`src/rtl/fp_reg_read.sv`:
```
// FP register file with pending-write scoreboard and a one-entry registered operand stage.
// Define FP_REG_READ_BYPASS_EN to forward same-cycle writeback data to requested operands.
module fp_reg_read (
    input  logic        clk,
    input  logic        rst_n,
    input  logic        in_ID_Read_Floating,
    input  logic [4:0]  in_ID_Read_Address_1,
    input  logic [4:0]  in_ID_Read_Address_2,
    input  logic        in_ID_Dest_Floating,
    input  logic [4:0]  in_ID_Dest_Address,
    input  logic        in_EX_Ready,
    input  logic        in_WB_Write_Floating,
    input  logic [4:0]  in_WB_Write_Address,
    input  logic [31:0] in_WB_Write_Data,
    output logic        out_Read_Valid,
    output logic [31:0] out_Read_Data_1,
    output logic [31:0] out_Read_Data_2,
    output logic        out_Stall
);

    localparam logic [31:0] FpInitVal = 32'h3F99999A;

    typedef enum logic [0:0] {StEmpty, StFull} state_e;

    state_e      state_q, state_d;
    logic [31:0] rf_q [32];
    logic [31:0] pending_q, pending_d;
    logic [31:0] data1_q, data2_q;

    logic        byp1, byp2;
    logic        src1_busy, src2_busy, dest_busy, hazard, accept;
    logic [31:0] rd_data1, rd_data2;

`ifdef FP_REG_READ_BYPASS_EN
    assign byp1 = in_WB_Write_Floating && (in_WB_Write_Address == in_ID_Read_Address_1);
    assign byp2 = in_WB_Write_Floating && (in_WB_Write_Address == in_ID_Read_Address_2);
`else
    assign byp1 = 1'b0;
    assign byp2 = 1'b0;
`endif

    // A source being written back this very cycle is no longer a hazard when forwarded.
    assign src1_busy = pending_q[in_ID_Read_Address_1] && !byp1;
    assign src2_busy = pending_q[in_ID_Read_Address_2] && !byp2;
    assign dest_busy = in_ID_Dest_Floating && pending_q[in_ID_Dest_Address];
    assign hazard    = src1_busy || src2_busy || dest_busy;

    assign accept    = in_ID_Read_Floating && !hazard && ((state_q == StEmpty) || in_EX_Ready);
    assign out_Stall = in_ID_Read_Floating && !accept;

    assign rd_data1 = byp1 ? in_WB_Write_Data : rf_q[in_ID_Read_Address_1];
    assign rd_data2 = byp2 ? in_WB_Write_Data : rf_q[in_ID_Read_Address_2];

    always_comb begin
        state_d = state_q;
        unique case (state_q)
            StEmpty: if (accept) state_d = StFull;
            StFull:  if (in_EX_Ready && !accept) state_d = StEmpty;
            default: state_d = StEmpty;
        endcase
    end

    // Clear first so an issue to the same register on this edge keeps it pending.
    always_comb begin
        pending_d = pending_q;
        if (in_WB_Write_Floating) pending_d[in_WB_Write_Address] = 1'b0;
        if (accept && in_ID_Dest_Floating) pending_d[in_ID_Dest_Address] = 1'b1;
    end

    always_ff @(posedge clk or negedge rst_n) begin
        if (!rst_n) begin
            state_q   <= StEmpty;
            pending_q <= '0;
            data1_q   <= '0;
            data2_q   <= '0;
        end else begin
            state_q   <= state_d;
            pending_q <= pending_d;
            if (accept) begin
                data1_q <= rd_data1;
                data2_q <= rd_data2;
            end
        end
    end

    always_ff @(posedge clk or negedge rst_n) begin
        if (!rst_n) begin
            for (int i = 0; i < 32; i++) rf_q[i] <= '0;
            rf_q[1] <= FpInitVal;
            rf_q[2] <= FpInitVal;
        end else if (in_WB_Write_Floating) begin
            rf_q[in_WB_Write_Address] <= in_WB_Write_Data;
        end
    end

    assign out_Read_Valid  = (state_q == StFull);
    assign out_Read_Data_1 = data1_q;
    assign out_Read_Data_2 = data2_q;

endmodule

```
`config.mk`:
```
export PLATFORM = sky130hd
export DESIGN_NAME = fp_reg_read
export DESIGN_NICKNAME = d
export VERILOG_FILES = /design/src/rtl/fp_reg_read.sv
export SDC_FILE = /design/constraint.sdc
export NUM_CORES = 2
export LEC_CHECK = 0
export BUFFER_PORTS_ARGS = -buffer_cell sky130_fd_sc_hd__buf_2
export CAP_MARGIN = 10
export CELL_PAD_IN_SITES_DETAIL_PLACEMENT = 0
export CELL_PAD_IN_SITES_GLOBAL_PLACEMENT = 2
export CORE_UTILIZATION = 45
export DETAILED_ROUTE_END_ITERATION = 7
export PLACE_DENSITY = 0.72
export SLEW_MARGIN = 20
export SYNTH_ARGS = -nofsm -noshare
export SYNTH_HDL_FRONTEND = slang
export SYNTH_SLANG_ARGS = --single-unit
export TNS_END_PERCENT = 20
```
`constraint.sdc`:
```
create_clock -name clk -period 4.7 [get_ports clk]
set_clock_uncertainty 0.2 [all_clocks]
set_input_delay 0.235 -clock clk [delete_from_list [all_inputs] [get_ports clk]]
set_output_delay 0.235 -clock clk [all_outputs]
set_load 0.05 [all_outputs]
```
# == Word level (Yosys, flattened, before mapping) ==
# Cells that the tools add are included.
# totals
romBits,0
wordCells,91
mem_count,0
latchBits,0
output_inout_bits,66
regBits,1121
ram_bits,0
# op_classes
div_mod_pow,0
n_mux,24
order_cmp,10
multipliers,0
reduce_logical,14
add_sub_neg,0
bitwise,7
eq_ne,0
n_shift,0
# ops
operator,count
1024-bit bitwise mux,1
32-bit binary-select mux with 5-bit select,2
32-bit two-way mux,7
32-bit demux with 5-bit select,1
32-bit AND,1
32-bit inverter,1
32-bit bitwise OR,1
"5-bit by 6-bit < comparator with 1-bit output, second input constant",4
"6-bit greater-or-equal comparator, second input constant",3
5-bit inverter with 6-bit output,3
1-bit binary-select mux with 5-bit select,3
1-bit demux with 5-bit select,2
"5-bit by 1-bit greater-or-equal comparator with 1-bit output, second input constant",2
1-bit logical AND,9
1-bit two-way mux,7
"6-bit by 1-bit < comparator with 1-bit output, second input constant",1
1-bit logical OR,3
1-bit logical NOT,2
1-bit one-hot mux with 2 select lines,1
1-bit inverter,1

# == Longest topological paths before layout ==
# depth
word_depth,11
depth_mapped,11

# == Worst setup path before layout ==
# OpenSTA, ideal clock, no wires.
# synth_path
kind,in2reg
start,input in_ID_Read_Address_2[1]
end,"register data2_q[0], in the netlist out_Read_Data_2[0]"
path_buffers,4
t_arrival_ps,2393
t_required_ps,4375
setup_slack_ps,1982
path_stages,8
path_cell_list,buf_4 > buf_2 > buf_2 > buf_1 > mux4_2 > mux4_2 > mux2_2 > mux2_2
# synth_between
elab_chain_cells,7
word_cells_on_any_way,11
classes_between,5 x mux; 1 x bitwise; 5 x reduce/logical
# synth_lines
element,line,source
start: declaration,8,"input logic [4:0] in_ID_Read_Address_2,"
1-bit binary-select mux with 5-bit select,44,assign src2_busy = pending_q[in_ID_Read_Address_2] && !byp2;
1-bit two-way mux (implied by the code),44,
1-bit logical OR (2 in series),46,assign hazard = src1_busy || src2_busy || dest_busy;
1-bit logical NOT,48,assign accept = in_ID_Read_Floating && !hazard && ((state_q == StEmpty) || in_EX_Ready);
1-bit logical AND (2 in series),48,
end signal: assignment,81,data2_q <= rd_data2;
end: declaration,28,"logic [31:0] data1_q, data2_q;"
# Parallel ways exist; a longest one is shown, timed or not. The select of a mux whose other input is x is not followed.
# A chain may end at the register's enable or synchronous reset.

# == Worst setup path after layout ==
# layout_path
start,register pending_q[16]
end,output out_Stall
# layout_between
elab_chain_cells,9
word_cells_on_any_way,14
classes_between,6 x mux; 8 x reduce/logical
# layout_lines
element,line,source
start: declaration,27,"logic [31:0] pending_q, pending_d;"
start signal: assignment,78,pending_q <= pending_d;
1-bit binary-select mux with 5-bit select (on tied branches),"43, 44, 45",
1-bit two-way mux (on tied branches),"43, 44, 45",
1-bit logical OR / 1-bit logical AND (equally long branches),"46, 45",
1-bit logical OR *,46,
1-bit logical NOT *,48,
1-bit logical AND * (2 in series),48,
1-bit logical NOT *,49,assign out_Stall = in_ID_Read_Floating && !accept;
1-bit logical AND *,49,
end: declaration,18,output logic out_Stall
# Mark *: on every way between the ends. The rest lies on a longest branch, timed or not. The select of a mux whose other input is x is not followed.

==> results.txt <==
The flow ran to the end, and the final reports show no timing, DRC or antenna violations. The total clock buffers created by CTS is 133. The slowest stage of the critical path is the sky130_fd_sc_hd__a2111oi_0 cell. The headroom to the max-slew limit came out at 19.5%. Launch point of the worst reg-to-reg path: pending_q[16]. Of the cells placed in the final design, the portion with a size suffix greater than 1 is 62.7%.

The via count normalized by instance count is 6.46, and the slew at the pin closest to its max-slew limit is 1210 ps. The global-route met3 utilization was 4.40%. The run gives 4260 ps as the data required time at the worst endpoint. Measured along the x axis, the die boundary spans 363 um. The global routing stage identified its most utilized layer as met2.

For the sequential cell area, the log shows 28,100 um2. The critical hold path startpoint is in_WB_Write_Address[0]. For the number of hold violations in the final report, the log shows 0. Clock-pin slew was measured on the worst setup and hold paths at 60 ps. The most critical setup path has its startpoint at pending_q[16]. The routed layout has 34.9k vias. Measured in cells, the most critical reg-to-reg path has a length of 7. The total area inside the core boundary comes to 129,000 um2. The arrival time of the worst setup path came out at 3360 ps. Global routing consumed, on the met1 layer, 37.1% of the routing resources. The synthesis-to-finish area growth was 12.5%; the overall track demand over capacity in global routing was 28.2%. Once detail routing completed, the nets flagged for antenna violations numbered 0.

The run gives 47.9% as the share of the yosys chip area belonging to registers. Once the clock tree was built, the resizer swapped 0 gates to a different size. The type of the setup path with the least slack was flip-flop to primary output. The wire length of the first global-routing pass is 268,000 um, and the total negative slack is 0 ps.

The count of warnings emitted by yosys is 0, and the final weighted congestion of routability-driven global placement is 0.784. The via count of the first global-routing pass is 38.2k. The routing usage on met2 was 47.2%; the number of placement rows was 132. Based on the critical path, the design can be clocked at up to 263 MHz. For the post-layout utilization of the core, the log shows 51.0%.

For the setup-violating endpoint count in the final report, the log shows 0. Across all register-to-register paths, the minimum setup slack is 1690 ps. The type of element capturing the critical path was a primary output.

For the total count of max-transition violations in the final report, the log shows 0. The run gives 3 as the number of antenna violations at the first check in global routing. When the netlist entered floorplanning its net count stood at 3,579. For this design the static power due to leakage is 28.1 nW. The startpoint type of the worst setup path was a flip-flop. The height of the die was 363 um; the maximum number of buffers from clock root to sink was 3. The time the final worst path needs with I/O delays and setup is 3800 ps, and the detailed-route DRC error count is 0. In this run, distinct cell masters in the synthesized netlist total 44. The logs give 181,000 um for the final routed wirelength across all metal layers and 122 for the maximum number of pins on one net before global-route repair. After detailed placement, the total cell area comes to 61,200 um2.

Setup repair after global routing left no endpoint under its margin. In the final routed layout, each cell accounts on average for 33.6 um. For this run, the slowest stage of the critical path takes 790 ps.

The buffer cell driving the clock tree root was sky130_fd_sc_hd__clkbuf_16. At the end of the flow, the number of nets in the layout was 3,600. The initial utilization of the core area, before any placement, comes to 45.3%. The max-capacitance violation count was 0; the clock sink count was 1,121. The run gives 29,200 um2 as the multi-input logic area. The path with the worst hold slack has its endpoint at pending_q[28]. Yosys mapped a number of flops with a built-in enable equal to 0. Summing every instance area after synthesis gives 58,700 um2.

The first detailed-routing pass ran for 5 iterations. The finished cells cover 66,000 um2. The final hold slack was 80.4 ps. The number of primary I/O pins was 124. The filler cell count in the final layout is 10.7k, and the average instance area after synthesis is 16.7 um2. The fraction of registers with async set/reset was 100%; the detailed-placement wirelength estimate was 97,800 um. For the number of H-tree levels, the log shows 4. VDD sags by at most 0.385 mV. The number of instances on the worst hold path is 4. Traced cell by cell, the critical path runs through nor2b_1, a2111oi_0, o41a_1, and4_1, nand3_4, buf_12, and2_1, buf_2. The largest driver fanout on the critical path works out to 71. The first routing iteration left 2,642 violations. The tools report the critical register-to-register path endpoint as out_Read_Data_2[14]. The total die area was 132,000 um2. TritonCTS built the clock tree. The count of buffers inserted at the top-level ports came out at 123. Most common flop cell mapped by yosys: sky130_fd_sc_hd__dfrtp_1. For the worst-skew pair later-pin latency, the log shows 760 ps.

The sum of overflow across all layers after global routing was 0; the synthesized instance count was 3,521. Of the available clock period, the critical path in the final layout requires 80.8%. After synthesis the netlist holds a flip-flop and latch count of 1,121.

The power per cell area was 463 nW/um2. The min-delay analysis places its worst path in the category primary input to flip-flop.
how the worst max path moves through the flow:
stage / to / slack [ps]
after floorplan: out_Read_Data_2[0] / 1980
after global placement: out_Read_Data_2[4] / 1040
after detailed placement: out_Read_Data_2[7] / 1090
after CTS: out_Stall / 860
after global routing: out_Stall / 790
final: out_Stall / 900
cell families after synthesis:
| group | Yosys count | share of synthesized area, % |
|---|---|---|
| AOI/OAI and AO/OA | 72 | 0.806 |
| buffers and inverters | 375 | 2.74 |
| DFF | 1121 | 47.9 |
| muxes | 1828 | 47.5 |
| and+or+nand+nor | 125 | 1.09 |
synthesized netlist by cell type, types with 2 or more instances:
library cell,instances,area [um2]
sky130_fd_sc_hd__buf_4,5,37.5
sky130_fd_sc_hd__o21ai_0,26,130
sky130_fd_sc_hd__and3_1,4,25.0
sky130_fd_sc_hd__nor3b_1,5,37.5
sky130_fd_sc_hd__a22oi_1,2,15.0
sky130_fd_sc_hd__mux2_2,1154,13000
sky130_fd_sc_hd__dfrtp_1,1085,27200
sky130_fd_sc_hd__and3b_1,2,17.5
sky130_fd_sc_hd__nand2_1,45,169
sky130_fd_sc_hd__or3b_2,3,26.3
sky130_fd_sc_hd__nor3_1,3,15.0
sky130_fd_sc_hd__mux4_2,650,14600
sky130_fd_sc_hd__nor2b_1,5,31.3
sky130_fd_sc_hd__a21oi_1,3,15.0
sky130_fd_sc_hd__o31ai_1,24,180
sky130_fd_sc_hd__nand3b_1,8,60.1
sky130_fd_sc_hd__nand4_1,2,12.5
sky130_fd_sc_hd__and4_1,2,17.5
sky130_fd_sc_hd__o22ai_1,4,25.0
sky130_fd_sc_hd__mux2i_1,24,240
sky130_fd_sc_hd__dfstp_2,36,946
sky130_fd_sc_hd__buf_6,4,45.0
sky130_fd_sc_hd__a211oi_1,2,15.0
sky130_fd_sc_hd__nand2b_1,6,37.5
sky130_fd_sc_hd__a2111oi_0,3,26.3
sky130_fd_sc_hd__clkbuf_1,189,709
sky130_fd_sc_hd__buf_2,121,606
sky130_fd_sc_hd__inv_1,4,15.0
sky130_fd_sc_hd__nor2_1,20,75.1
sky130_fd_sc_hd__buf_1,52,195
sky130_fd_sc_hd__nand3_1,15,75.1
what timing repair did:
item | 4_1_cts | 5_1_grt
endpoints found under the hold margin | 1354 | 0
setup buffers | 0 | 0
hold buffers | 50 | 0
through the flow:
stage | instances | worst slack, ps | power, mW
6_report | 5394 | 901 | 30.6
5_1_grt | 5393 | 790 | 31.9
4_1_cts | 5391 | 858 | 30.9
3_5_place_dp | 5099 | 1090 | 20.4
3_3_place_gp | 5099 | 1040 | 20.0
2_1_floorplan | 3521 | 1980 | 18.3
layout make-up:
type / count / share of cell area [%]
Sequential cell: 1121 / 42.5
Antenna cell: 3 / 0.0114
Timing Repair Buffer: 257 / 3.27
Inverter: 4 / 0.0227
Multi-Input combinational cell: 2025 / 44.3
Tap cell: 1742 / 3.30
Clock buffer: 203 / 5.93
Clock inverter: 39 / 0.652
sequential cells by signal, summed over array words and instances (netlist names):
name,cells
out_Read_Data_1,32
out_Read_Valid,1
rf_q,1024
pending_q,32
out_Read_Data_2,32
power breakdown:
part	internal, mW	switching, mW
sequential	11.7	1.55
clock	6.09	4.20
combinational	3.91	3.10
total	21.7	8.85
layout by cell type (no fill, tap or decap), types with 26 or more instances in the layout:
master,n
sky130_fd_sc_hd__buf_12,26
sky130_fd_sc_hd__nand2_1,29
sky130_fd_sc_hd__dfrtp_1,1085
sky130_fd_sc_hd__clkbuf_1,42
sky130_fd_sc_hd__o21ai_0,26
sky130_fd_sc_hd__clkbuf_16,137
sky130_fd_sc_hd__mux2_2,1154
sky130_fd_sc_hd__buf_2,112
sky130_fd_sc_hd__dfstp_2,36
sky130_fd_sc_hd__buf_4,62
sky130_fd_sc_hd__mux4_2,650
sky130_fd_sc_hd__dlygate4sd3_1,49
per-layer routing:
| metal | up-vias | wire (um) |
|---|---|---|
| met5 | - | 0 |
| met3 | 346 | 8660 |
| met4 | 0 | 6640 |
| met1 | 19500 | 74900 |
| li1 | 13900 | - |
| met2 | 1110 | 91000 |
worst max-delay path: cells and delay by family (launching register included):
kind | cells | cell delay, ps
AOI/OAI and AO/OA | 2 | 990
and+or+nand+nor | 4 | 730
buffers and inverters | 2 | 470
DFF | 1 | 400
(Power assumes the default switching activity.)
